### config.mk
export PLATFORM = sky130hd
export DESIGN_NAME = fixp_add_subt_unit
export DESIGN_NICKNAME = d
export VERILOG_FILES = /design/src/rtl/fixp_add_subt_unit.sv
export SDC_FILE = /design/constraint.sdc
export NUM_CORES = 1
export LEC_CHECK = 0
export CAP_MARGIN = 0
export CORE_AREA = 2 2 125 175
export CTS_CLUSTER_SIZE = 40
export DETAILED_ROUTE_END_ITERATION = 10
export DIE_AREA = 0 0 127 177
export HOLD_SLACK_MARGIN = 0.03
export MAX_ROUTING_LAYER = met4
export SYNTH_ARGS = -nofsm -noshare
export SYNTH_HDL_FRONTEND = slang
export SYNTH_SLANG_ARGS = --single-unit
### constraint.sdc
create_clock -name clk -period 7.5 [get_ports clk]
set_input_delay 1.875 -clock clk [delete_from_list [all_inputs] [get_ports clk]]
set_output_delay 1.875 -clock clk [all_outputs]
set_load 0.01 [all_outputs]
### src/rtl/fixp_add_subt_unit.sv
// Multi-cycle two's-complement fixed-point adder/subtractor.
// The sum is built CHUNK bits per cycle with the carry held in a register
// between cycles. The result is held until acked or until a new request starts.
// Optional build macro: ADD_SUBT_SATURATE_EN clamps overflowed results.
module fixp_add_subt_unit #(
  parameter int unsigned W     = 32,
  parameter int unsigned CHUNK = 8
) (
  input  logic         clk,
  input  logic         reset,
  input  logic         beg_add_subt,
  input  logic         ack_add_subt,
  input  logic         operation,
  input  logic [W-1:0] data_a,
  input  logic [W-1:0] data_b,
  output logic         ready_add_subt,
  output logic [W-1:0] result,
  output logic         overflow,
  output logic         busy
);

  localparam int unsigned NCH  = W / CHUNK;
  localparam int unsigned CntW = (NCH > 1) ? $clog2(NCH) : 1;
  localparam logic [CntW-1:0] LastCnt = CntW'(NCH - 1);

  typedef enum logic [1:0] {StIdle, StCalc, StDone} state_e;

  state_e          state_q, state_d;
  logic [W-1:0]    a_q, a_d;
  logic [W-1:0]    b_q, b_d;      // B already inverted for subtraction
  logic [W-1:0]    acc_q, acc_d;
  logic [W-1:0]    result_q, result_d;
  logic            overflow_q, overflow_d;
  logic            carry_q, carry_d;
  logic [CntW-1:0] cnt_q, cnt_d;

  logic [31:0]     base;
  logic [CHUNK:0]  chunk_sum;
  logic            ovf_now;

  // Per-chunk sum of the captured operands plus the carry from the previous chunk.
  always_comb begin
    base      = 32'(cnt_q) * CHUNK;
    chunk_sum = {1'b0, a_q[base +: CHUNK]} + {1'b0, b_q[base +: CHUNK]}
              + {{CHUNK{1'b0}}, carry_q};
  end

  // Next-state, operand capture and accumulation.
  always_comb begin
    state_d    = state_q;
    a_d        = a_q;
    b_d        = b_q;
    acc_d      = acc_q;
    result_d   = result_q;
    overflow_d = overflow_q;
    carry_d    = carry_q;
    cnt_d      = cnt_q;
    ovf_now    = 1'b0;

    unique case (state_q)
      StIdle, StDone: begin
        if (beg_add_subt) begin
          // A new request wins over ack: this is an implicit acknowledge.
          a_d     = data_a;
          b_d     = operation ? ~data_b : data_b;
          carry_d = operation;
          cnt_d   = '0;
          state_d = StCalc;
        end else if (state_q == StDone && ack_add_subt) begin
          state_d = StIdle;
        end
      end
      StCalc: begin
        acc_d[base +: CHUNK] = chunk_sum[CHUNK-1:0];
        carry_d              = chunk_sum[CHUNK];
        cnt_d                = cnt_q + CntW'(1);
        if (cnt_q == LastCnt) begin
          ovf_now    = (a_q[W-1] == b_q[W-1]) && (acc_d[W-1] != a_q[W-1]);
          overflow_d = ovf_now;
          result_d   = acc_d;
`ifdef ADD_SUBT_SATURATE_EN
          if (ovf_now) begin
            result_d = a_q[W-1] ? {1'b1, {(W-1){1'b0}}} : {1'b0, {(W-1){1'b1}}};
          end
`endif
          state_d = StDone;
        end
      end
      default: state_d = StIdle;
    endcase
  end

  // State registers with synchronous active-high reset.
  always_ff @(posedge clk) begin
    if (reset) begin
      state_q    <= StIdle;
      a_q        <= '0;
      b_q        <= '0;
      acc_q      <= '0;
      result_q   <= '0;
      overflow_q <= 1'b0;
      carry_q    <= 1'b0;
      cnt_q      <= '0;
    end else begin
      state_q    <= state_d;
      a_q        <= a_d;
      b_q        <= b_d;
      acc_q      <= acc_d;
      result_q   <= result_d;
      overflow_q <= overflow_d;
      carry_q    <= carry_d;
      cnt_q      <= cnt_d;
    end
  end

  assign ready_add_subt = (state_q == StDone);
  assign busy           = (state_q == StCalc);
  assign result         = result_q;
  assign overflow       = overflow_q;

endmodule

## After elaboration in Yosys (flattened, before gate mapping)

Cells that the tools add are included.

| word-level totals | value |
|---|---|
| bits in registers | 134 |
| input bits | 69 |
| output and inout bits | 35 |
| logic and storage cells | 44 |

| operators by class | value |
|---|---|
| $add $sub $neg | 4 |
| eq/ne operators | 8 |
| shifts and indexed selects | 4 |
| mux-type cells | 10 |
| bitwise logic cells | 1 |
| reduce and logical (&&, ||, !) cells | 9 |

Operators by type and width:

| operator | number |
|---|---|
| 32-bit by 6-bit variable part select with 8-bit output | 2 |
| 5-bit negation with 34-bit output | 1 |
| 8-bit by 34-bit variable shift with 32-bit output (first input constant) | 1 |
| 8-bit by 34-bit variable part select with 32-bit output | 1 |
| 32-bit bitwise mux | 1 |
| 32-bit 2-to-1 mux | 1 |
| 32-bit inverter | 1 |
| 8-bit by 8-bit adder with 9-bit output | 1 |
| 9-bit by 1-bit adder with 9-bit output | 1 |
| 2-bit 2-to-1 mux | 4 |
| 2-bit case mux with 2 select lines | 2 |
| 2-bit AND reduction | 4 |
| 2-bit == test (second input constant) | 2 |
| 3-bit != test (second input constant) | 1 |
| 2-bit by 1-bit adder with 2-bit output (second input constant) | 1 |
| 2-bit by 1-bit == test with 1-bit output (second input constant) | 1 |
| 1-bit logical AND | 2 |
| 2-bit zero test | 1 |
| 2-bit by 1-bit != test with 1-bit output (second input constant) | 1 |
| 2-bit != test (second input constant) | 1 |
| 1-bit case mux with 2 select lines | 1 |
| 2-bit nonzero test | 1 |
| 2-bit OR reduction | 1 |
| 1-bit == test | 1 |
| other kinds (2) | 2 |

## Logic depth before layout (Yosys ltp)

Gate-level depths: netlist (run 1).

| depth | value |
|---|---|
| depth in word-level cells | 7 |
| depth in mapped cells | 11 |
| gate-level depth less buffers | 10 |

## Worst setup path after synthesis (run 1)

No wires, ideal clock.

| path | value |
|---|---|
| path type | register to output |
| from | reg state_q[1] |
| to | out busy |
| arrival time | 0.975 ns |
| required time | 5.625 ns |
| setup slack | 4.650 ns |
| stages on the path, launching flop included | 5 |
| buffers on the path | 2 |
| path through | dfxtp_1 nand2b_1 buf_2 inv_2 clkbuf_1 |

| on the way | value |
|---|---|
| word-level cells in the longest chain between the ends | 1 |

RTL lines:

| what | RTL line | source |
|---|---|---|
| start: declaration | 28 | `state_e state_q, state_d;` |
| start signal: assignment | 96 | `state_q <= StIdle;` |
| start signal: assignment | 105 | `state_q <= state_d;` |
| 2-bit by 1-bit == test with 1-bit output | 117 | `assign busy = (state_q == StCalc);` |
| end: declaration | 19 | `output logic busy` |

No other way between the ends.

## Worst setup path in the final report (run 1)

| path | value |
|---|---|
| from | reg state_q[0] |
| to | out busy |

The elaborated chain is that of the path after synthesis.

==> results of run 1 <==
[power breakdown]
group | switching, uW | internal, uW | total (uW)
clock | 310 | 514 | 824
combinational | 154 | 119 | 274
sequential | 18.4 | 749 | 768
[cells in the final DEF (no fill, tap or decap), drive strengths merged, types with 3 or more instances in the layout]
master / n
mux4: 16
clkinvlp: 3
a21oi: 72
nand2b: 5
nor2b: 3
a2bb2oi: 3
nand2: 90
clkinv: 6
a22oi: 14
nor2: 71
dfxtp: 134
o22ai: 5
clkbuf: 20
and3: 7
nand3: 11
a21o: 4
a32oi: 11
a211oi: 58
nand4: 12
xnor2: 33
buf: 8
inv: 14
o21ai: 30
clkdlybuf4s50: 101
ha: 13
[worst min path at each step]
stage | startpoint | end | slack [ps] | cells after the start
global placement | acc_q[3]$_SDFFE_PP0P_ | acc_q[3]$_SDFFE_PP0P_ | 440 | 2
global route | a_q[22]$_SDFFE_PP0P_ | a_q[22]$_SDFFE_PP0P_ | 470 | 2
CTS | acc_q[29]$_SDFFE_PP0P_ | acc_q[29]$_SDFFE_PP0P_ | 450 | 2
finish | acc_q[5]$_SDFFE_PP0P_ | acc_q[5]$_SDFFE_PP0P_ | 450 | 2
floorplan | acc_q[11]$_SDFFE_PP0P_ | acc_q[11]$_SDFFE_PP0P_ | 430 | 2
detailed placement | acc_q[19]$_SDFFE_PP0P_ | acc_q[19]$_SDFFE_PP0P_ | 440 | 2
[metal layers]
layer  global-route usage, %  up-vias  part of all wire [%]  wire length [um]
met4                   5.449        0                   1.2               196
met5                       -        -                     0                 0
li1                        -     2615                     -                 -
met1                   18.11     2333                    43              6968
met2                   25.34      105                    52              8358
met3                   3.023       10                   3.4               539
[worst min-delay path, stage by stage, from the launching register on]
cell	delay (ps)
dfxtp_1	310
nand2_1	50
a21oi_1	50
[area by class of cell]
class / instances / area share, %
repair buffers: 109 / 13.57
well taps: 260 / 4.132
flip-flops and latches: 134 / 34.07
multi-input cells: 484 / 40.06
clock inverters: 11 / 1.573
clock buffers: 20 / 5.927
inverters: 14 / 0.6674
[cell usage after synthesis, types with 3 or more instances]
library cell	number	area share, %
buf_1	6	0.37
mux4_2	16	5.8
ha_1	13	2.6
buf_2	21	1.7
o22ai_1	5	0.51
nand2_1	90	5.5
a21oi_1	71	5.8
buf_6	3	0.55
buf_4	3	0.37
a22oi_1	14	1.7
inv_1	11	0.67
a2bb2oi_1	3	0.43
clkbuf_1	24	1.5
nor2b_1	3	0.30
dfxtp_1	134	44
nand3_1	11	0.89
nand4_1	12	1.2
a32oi_1	11	1.6
o21ai_1	6	0.49
and3_1	7	0.71
xnor2_1	33	4.7
nand2b_1	4	0.41
nor2_1	71	4.3
a211oi_1	58	7.1
a21o_1	3	0.37
o21ai_0	24	1.9
[flip-flops by register name, summed over array words and instances (netlist names)]
signal,flops
a_q,32
acc_q,32
b_q,32
result,32
cnt_q,2
state_q,2
carry_q,1
overflow,1
[stage by stage]
| stage | cell area [um2] | util, % | power, uW |
|---|---|---|---|
| after floorplan | 6161 | - | 972.4 |
| after global placement | 7283 | 34.74 | 1055 |
| after detailed placement | 7283 | 34.74 | 1058 |
| after CTS | 7874 | 37.55 | 1884 |
| after global routing | 7874 | 37.55 | 1946 |
| final | 7874 | 37.55 | 1865 |
[logic make-up (layout without fill, tap and decap cells)]
group,Yosys count,count (layout),share of synthesized area (%)
AND/OR/NAND/NOR,211,211,15.27
AO/OA/AOI/OAI,208,208,21.83
flip-flops,134,134,43.54
multiplexers,16,16,5.849
buffers and inverters,72,154,5.382
XOR/XNOR,34,34,4.834
adder cells (fa/ha/maj),15,15,3.290
==> run summary, run 1 <==
Run status -> complete, no violations
EDFF count, synth -> 0
Drt via density -> 4.906
Setup TNS -> 0 ps
Post-CTS Setup Inserts -> 0
Critical path's slowest cell -> clkdlybuf4s50_1
Worst R2R Path Depth -> 11
CP peak stage delay -> 550 ps
CTS tree -> yes
Gpl congestion -> 0.8122
Post-Syn Nets -> 774
Clock-pin slew on the worst setup and hold paths -> 60 ps
Vias -> 5063
Die Y -> 177 um
CTS max path bufs -> 2
Iter 0 DRT Violations -> 458
Final period util -> 49.75%
Crit-path leading delay family -> buffers and inverters
CORE AREA -> 20970 um2
Slew @ Worst Pin -> 1194 ps
Max cap viols -> 0
Largest net degree at the start of global routing -> 101
Power Dens Cells -> 236.9 nW/um2
CTS Hold Bufs -> 0
Yosys warns -> 0
Final setup vio count -> 0
FF+latch area -> 2683 um2
Fin Hold WS -> 449.9 ps
DRC -> 0
Cell count after placement -> 1001
Final antenna-violating net count -> 0
Syn Std Cell Area -> 6161 um2
Multi-input logic area -> 3154 um2
Final net count -> 844
Crit path from -> state_q[0]$_SDFFE_PP0P_
Final hold vios -> 0
Fillcell total -> 2150
CTS buffer count -> 17
Critical Path, Cell by Cell -> nand2b_1 > inv_2 > clkdlybuf4s50_1
First-pass GRT wire length -> 26010 um
Final slew viol count -> 0
Leak -> 0.002743 uW
End of the critical path -> busy
Worst IR Drop VDD -> 0.0001511 V
Worst Path Max Fanout -> 8
Initial core utilization -> 29.38%
Yosys cell types -> 54
Gr ovfl total -> 0
Share of the yosys chip area belonging to registers -> 43.54%
PortBufs -> 103
RSZ-0062 raised after global routing -> no
Crit path depth -> 3
Die Wd -> 127 um
Clock sink count -> 134
Initial antenna violation count -> 0
Layout cells sized above 1 -> 8.938%
Syn Area/Cell -> 8.929 um2
Worst path arrival time -> 1860 ps
CP Launch Type -> flip-flop
Max-slew headroom -> 20.39%
Hold WC Path Type -> flip-flop to flip-flop
Total routed wirelength -> 16060 um
Total GRT Usage -> 15.14%
Clock skew -> 13.49 ps
Achievable clock frequency -> 268.0 MHz
Setup ws final -> 3769 ps
Root buf cell -> clkbuf_16
Site Rows -> 63
First-pass DRT Iterations -> 5
Period minus WS final -> 3731 ps
Worst flop-to-flop path endpoint -> acc_q[28]$_SDFFE_PP0P_
I/O pin count -> 104
P&R area growth vs syn -> 27.80%
Worst Path Required -> 5620 ps
Worst R2R Setup Slack -> 4360 ps
Gate Count Post-Synth -> 690
Post-CTS Resized -> 0
Crit Path Category -> flip-flop to output port
Area of the die -> 22480 um2
WP buf/inv -> 2
Ant. Diodes -> 0
HPWL Detailed -> 11340 um
Yosys reg bits -> 134
Vias in the first global route -> 4988
Synth async-reset ratio -> 0%
# H-tree levels -> 4
Clk_lat worst skew -> 420 ps
Post-place setup slack -> 3608 ps
Non-Filler Instances -> 1032
Wire per inst -> 15.56 um
Endpoint class of the critical path -> output port
Launch point of the worst reg-to-reg path -> cnt_q[0]$_SDFFE_PP0P_
Dominant synthesized flop cell -> dfxtp_1
Note: power is estimated with default switching activity, not from simulation.
==> run 2, diff against run 1 <==
==> constraint.sdc (replaced) <==
create_clock -name clk -period 3.3 [get_ports clk]
set_input_delay 0.825 -clock clk [delete_from_list [all_inputs] [get_ports clk]]
set_output_delay 0.825 -clock clk [all_outputs]
set_load 0.01 [all_outputs]
==> run 2 against run 1 <==
Compared with the run above: clock skew down 3.4 ps; first-iteration DRC count down 8.5%; sequential cell count unchanged; combinational power up 130%; cell area up 0.87%.
==> run summary, run 2 (synthesis gave the netlist of run 1 again) <==
Run status -> complete, no violations
Vias -> 5239 (+3.5%)
First-pass GRT wire length -> 26200 um (+0.72%)
Clock-pin slew on the worst setup and hold paths -> 60 ps (about the same)
Cell count after placement -> 1012 (+1.1%)
Period minus WS final -> 2977 ps
Gr ovfl total -> 0 (unchanged)
Fillcell total -> 2144 (-0.28%)
Final slew viol count -> 0 (unchanged)
Final antenna-violating net count -> 0 (unchanged)
Clock skew -> 10.12 ps (-3.377 ps)
Fin util -> 37.88% (+0.33 points)
Final period util -> 90.20%
Root buf cell -> clkbuf_16
CORE AREA -> 20970 um2 (unchanged)
Worst Path Required -> 3650 ps (-1970 ps)
Die Wd -> 127 um (unchanged)
Die Y -> 177 um (unchanged)
Launch point of the worst reg-to-reg path -> cnt_q[0]$_SDFFE_PP0P_
CTS tree -> yes
Site Rows -> 63 (unchanged)
Setup TNS -> 0 ps (unchanged)
Multi-input logic area -> 3154 um2 (unchanged)
Final net count -> 855 (+1.3%)
Clk_lat worst skew -> 420 ps (about the same)
P&R area growth vs syn -> 28.92%
Clock sink count -> 134 (unchanged)
Worst Path Max Fanout -> 12 (+4)
Final Cell Area -> 7943 um2 (+0.87%)
Initial antenna violation count -> 0 (unchanged)
Achievable clock frequency -> 336.0 MHz
Total routed wirelength -> 16680 um (+3.8%)
Initial core utilization -> 29.38% (unchanged)
Post-CTS Setup Inserts -> 0 (unchanged)
CTS Hold Bufs -> 0 (unchanged)
Layout cells sized above 1 -> 9.475% (+0.54 points)
Post-CTS Resized -> 0 (unchanged)
# H-tree levels -> 4 (unchanged)
Drt via density -> 5.033 (+2.6%)
I/O pin count -> 104 (unchanged)
Slew @ Worst Pin -> 877.4 ps (-316.7 ps)
Gpl congestion -> 0.8059 (-0.78%)
Largest net degree at the start of global routing -> 53 (-48%)
Met1 global-route usage -> 17.50% (-0.61 points)
Post-DP Area -> 7391 um2 (+1.5%)
Hold_sp -> a_q[27]$_SDFFE_PP0P_
Met2 GRT Util -> 26.84% (+1.5 points)
Met3 usage -> 3.507% (+0.48 points)
DRC -> 0 (unchanged)
Area of the die -> 22480 um2 (unchanged)
Worst R2R Setup Slack -> 320 ps (-4040 ps)
Max cap viols -> 0 (unchanged)
Hold Path End -> a_q[27]$_SDFFE_PP0P_
Final setup vio count -> 0 (unchanged)
Total GRT Usage -> 15.41% (+0.27 points)
Ant. Diodes -> 0 (unchanged)
FF+latch area -> 2683 um2 (unchanged)
Most frequent cells in the layout -> 134 x dfxtp_1, 101 x clkdlybuf4s50_1, 90 x nand2_1, 71 x nor2_1, 71 x a21oi_1
Worst path arrival time -> 3330 ps (+1470 ps)
Hold WC Path Type -> flip-flop to flip-flop
Commonest non-fill, non-tap cell in the layout -> dfxtp_1
RSZ-0062 raised after global routing -> no
HPWL Detailed -> 11980 um (+5.6%)
Endpoint class of the critical path -> flip-flop
Non-Filler Instances -> 1041 (+0.87%)
Worst flop-to-flop path endpoint -> acc_q[12]$_SDFFE_PP0P_
CP Launch Type -> flip-flop
Worst hold path depth -> 2 (unchanged)
Final hold vios -> 0 (unchanged)
First-pass DRT Iterations -> 5 (unchanged)
GRT busiest layer -> met2
Power Dens Cells -> 524.7 nW/um2 (+120%)
Wire per inst -> 16.02 um (+2.9%)
Worst IR Drop VDD -> 0.0004141 V (+170%)
Iter 0 DRT Violations -> 419 (-8.5%)
Leak -> 0.002787 uW (+1.6%)
Crit Path Category -> flip-flop to flip-flop
CTS buffer count -> 17 (unchanged)
Worst R2R Path Depth -> 11 (unchanged)
CTS max path bufs -> 2 (unchanged)
Vias in the first global route -> 4917 (-1.4%)
PortBufs -> 103 (unchanged)
Max-slew headroom -> 41.51% (+21 points)
run 2: worst max path at each step:
stage                     slack [ps]  cells after the start                      end                   from
after floorplan                  510                      9  result[29]$_SDFFE_PP0P_  cnt_q[0]$_SDFFE_PP0P_
after global placement           390                     11    acc_q[4]$_SDFFE_PP0P_  cnt_q[0]$_SDFFE_PP0P_
after detailed placement         340                     11   acc_q[12]$_SDFFE_PP0P_  cnt_q[0]$_SDFFE_PP0P_
after CTS                        320                     11   acc_q[12]$_SDFFE_PP0P_  cnt_q[0]$_SDFFE_PP0P_
after global routing              90                     11   acc_q[28]$_SDFFE_PP0P_  cnt_q[0]$_SDFFE_PP0P_
final                            320                     11   acc_q[12]$_SDFFE_PP0P_  cnt_q[0]$_SDFFE_PP0P_
run 2: cell type report:
class                      instances  area share (%)
inverter                          14          0.6616
clock buffer                      26           6.411
timing repair buffer             120           14.81
clock inverter                     3          0.5356
tap                              260           4.096
sequential                       134           33.77
multi-input combinational        484           39.71
run 2: where the power goes:
part           internal [uW]  switching [uW]
Sequential              1700            46.0
Clock                   1120             659
Combinational            285             352
Total                   3110            1060
run 2: through the flow:
stage | power [uW] | setup slack (ps) | hold WS [ps]
after floorplan | 2210 | 507.2 | 431.6
after global placement | 2416 | 392.9 | 437.2
after detailed placement | 2422 | 342.7 | 444.5
after CTS | 4190 | 321.4 | 450.5
after global routing | 4321 | 93.24 | 463.3
final | 4167 | 323.4 | 449.2
run 2: critical path, stage by stage (launching register included):
cell	delay, ps
dfxtp_1	490
buf_12	200
mux4_2	490
inv_1	80
fa_1	190
inv_1	50
fa_1	420
a21o_2	210
a21oi_1	170
xnor2_1	260
a22oi_1	160
a21oi_1	180
run 2: routing by layer:
metal / vias to the layer above / wire, um / share of wire [%]
met5: - / 0 / 0
met4: 0 / 278 / 1.7
met3: 20 / 693 / 4.2
met2: 130 / 8652 / 52
met1: 2451 / 7054 / 42
li1: 2638 / - / -
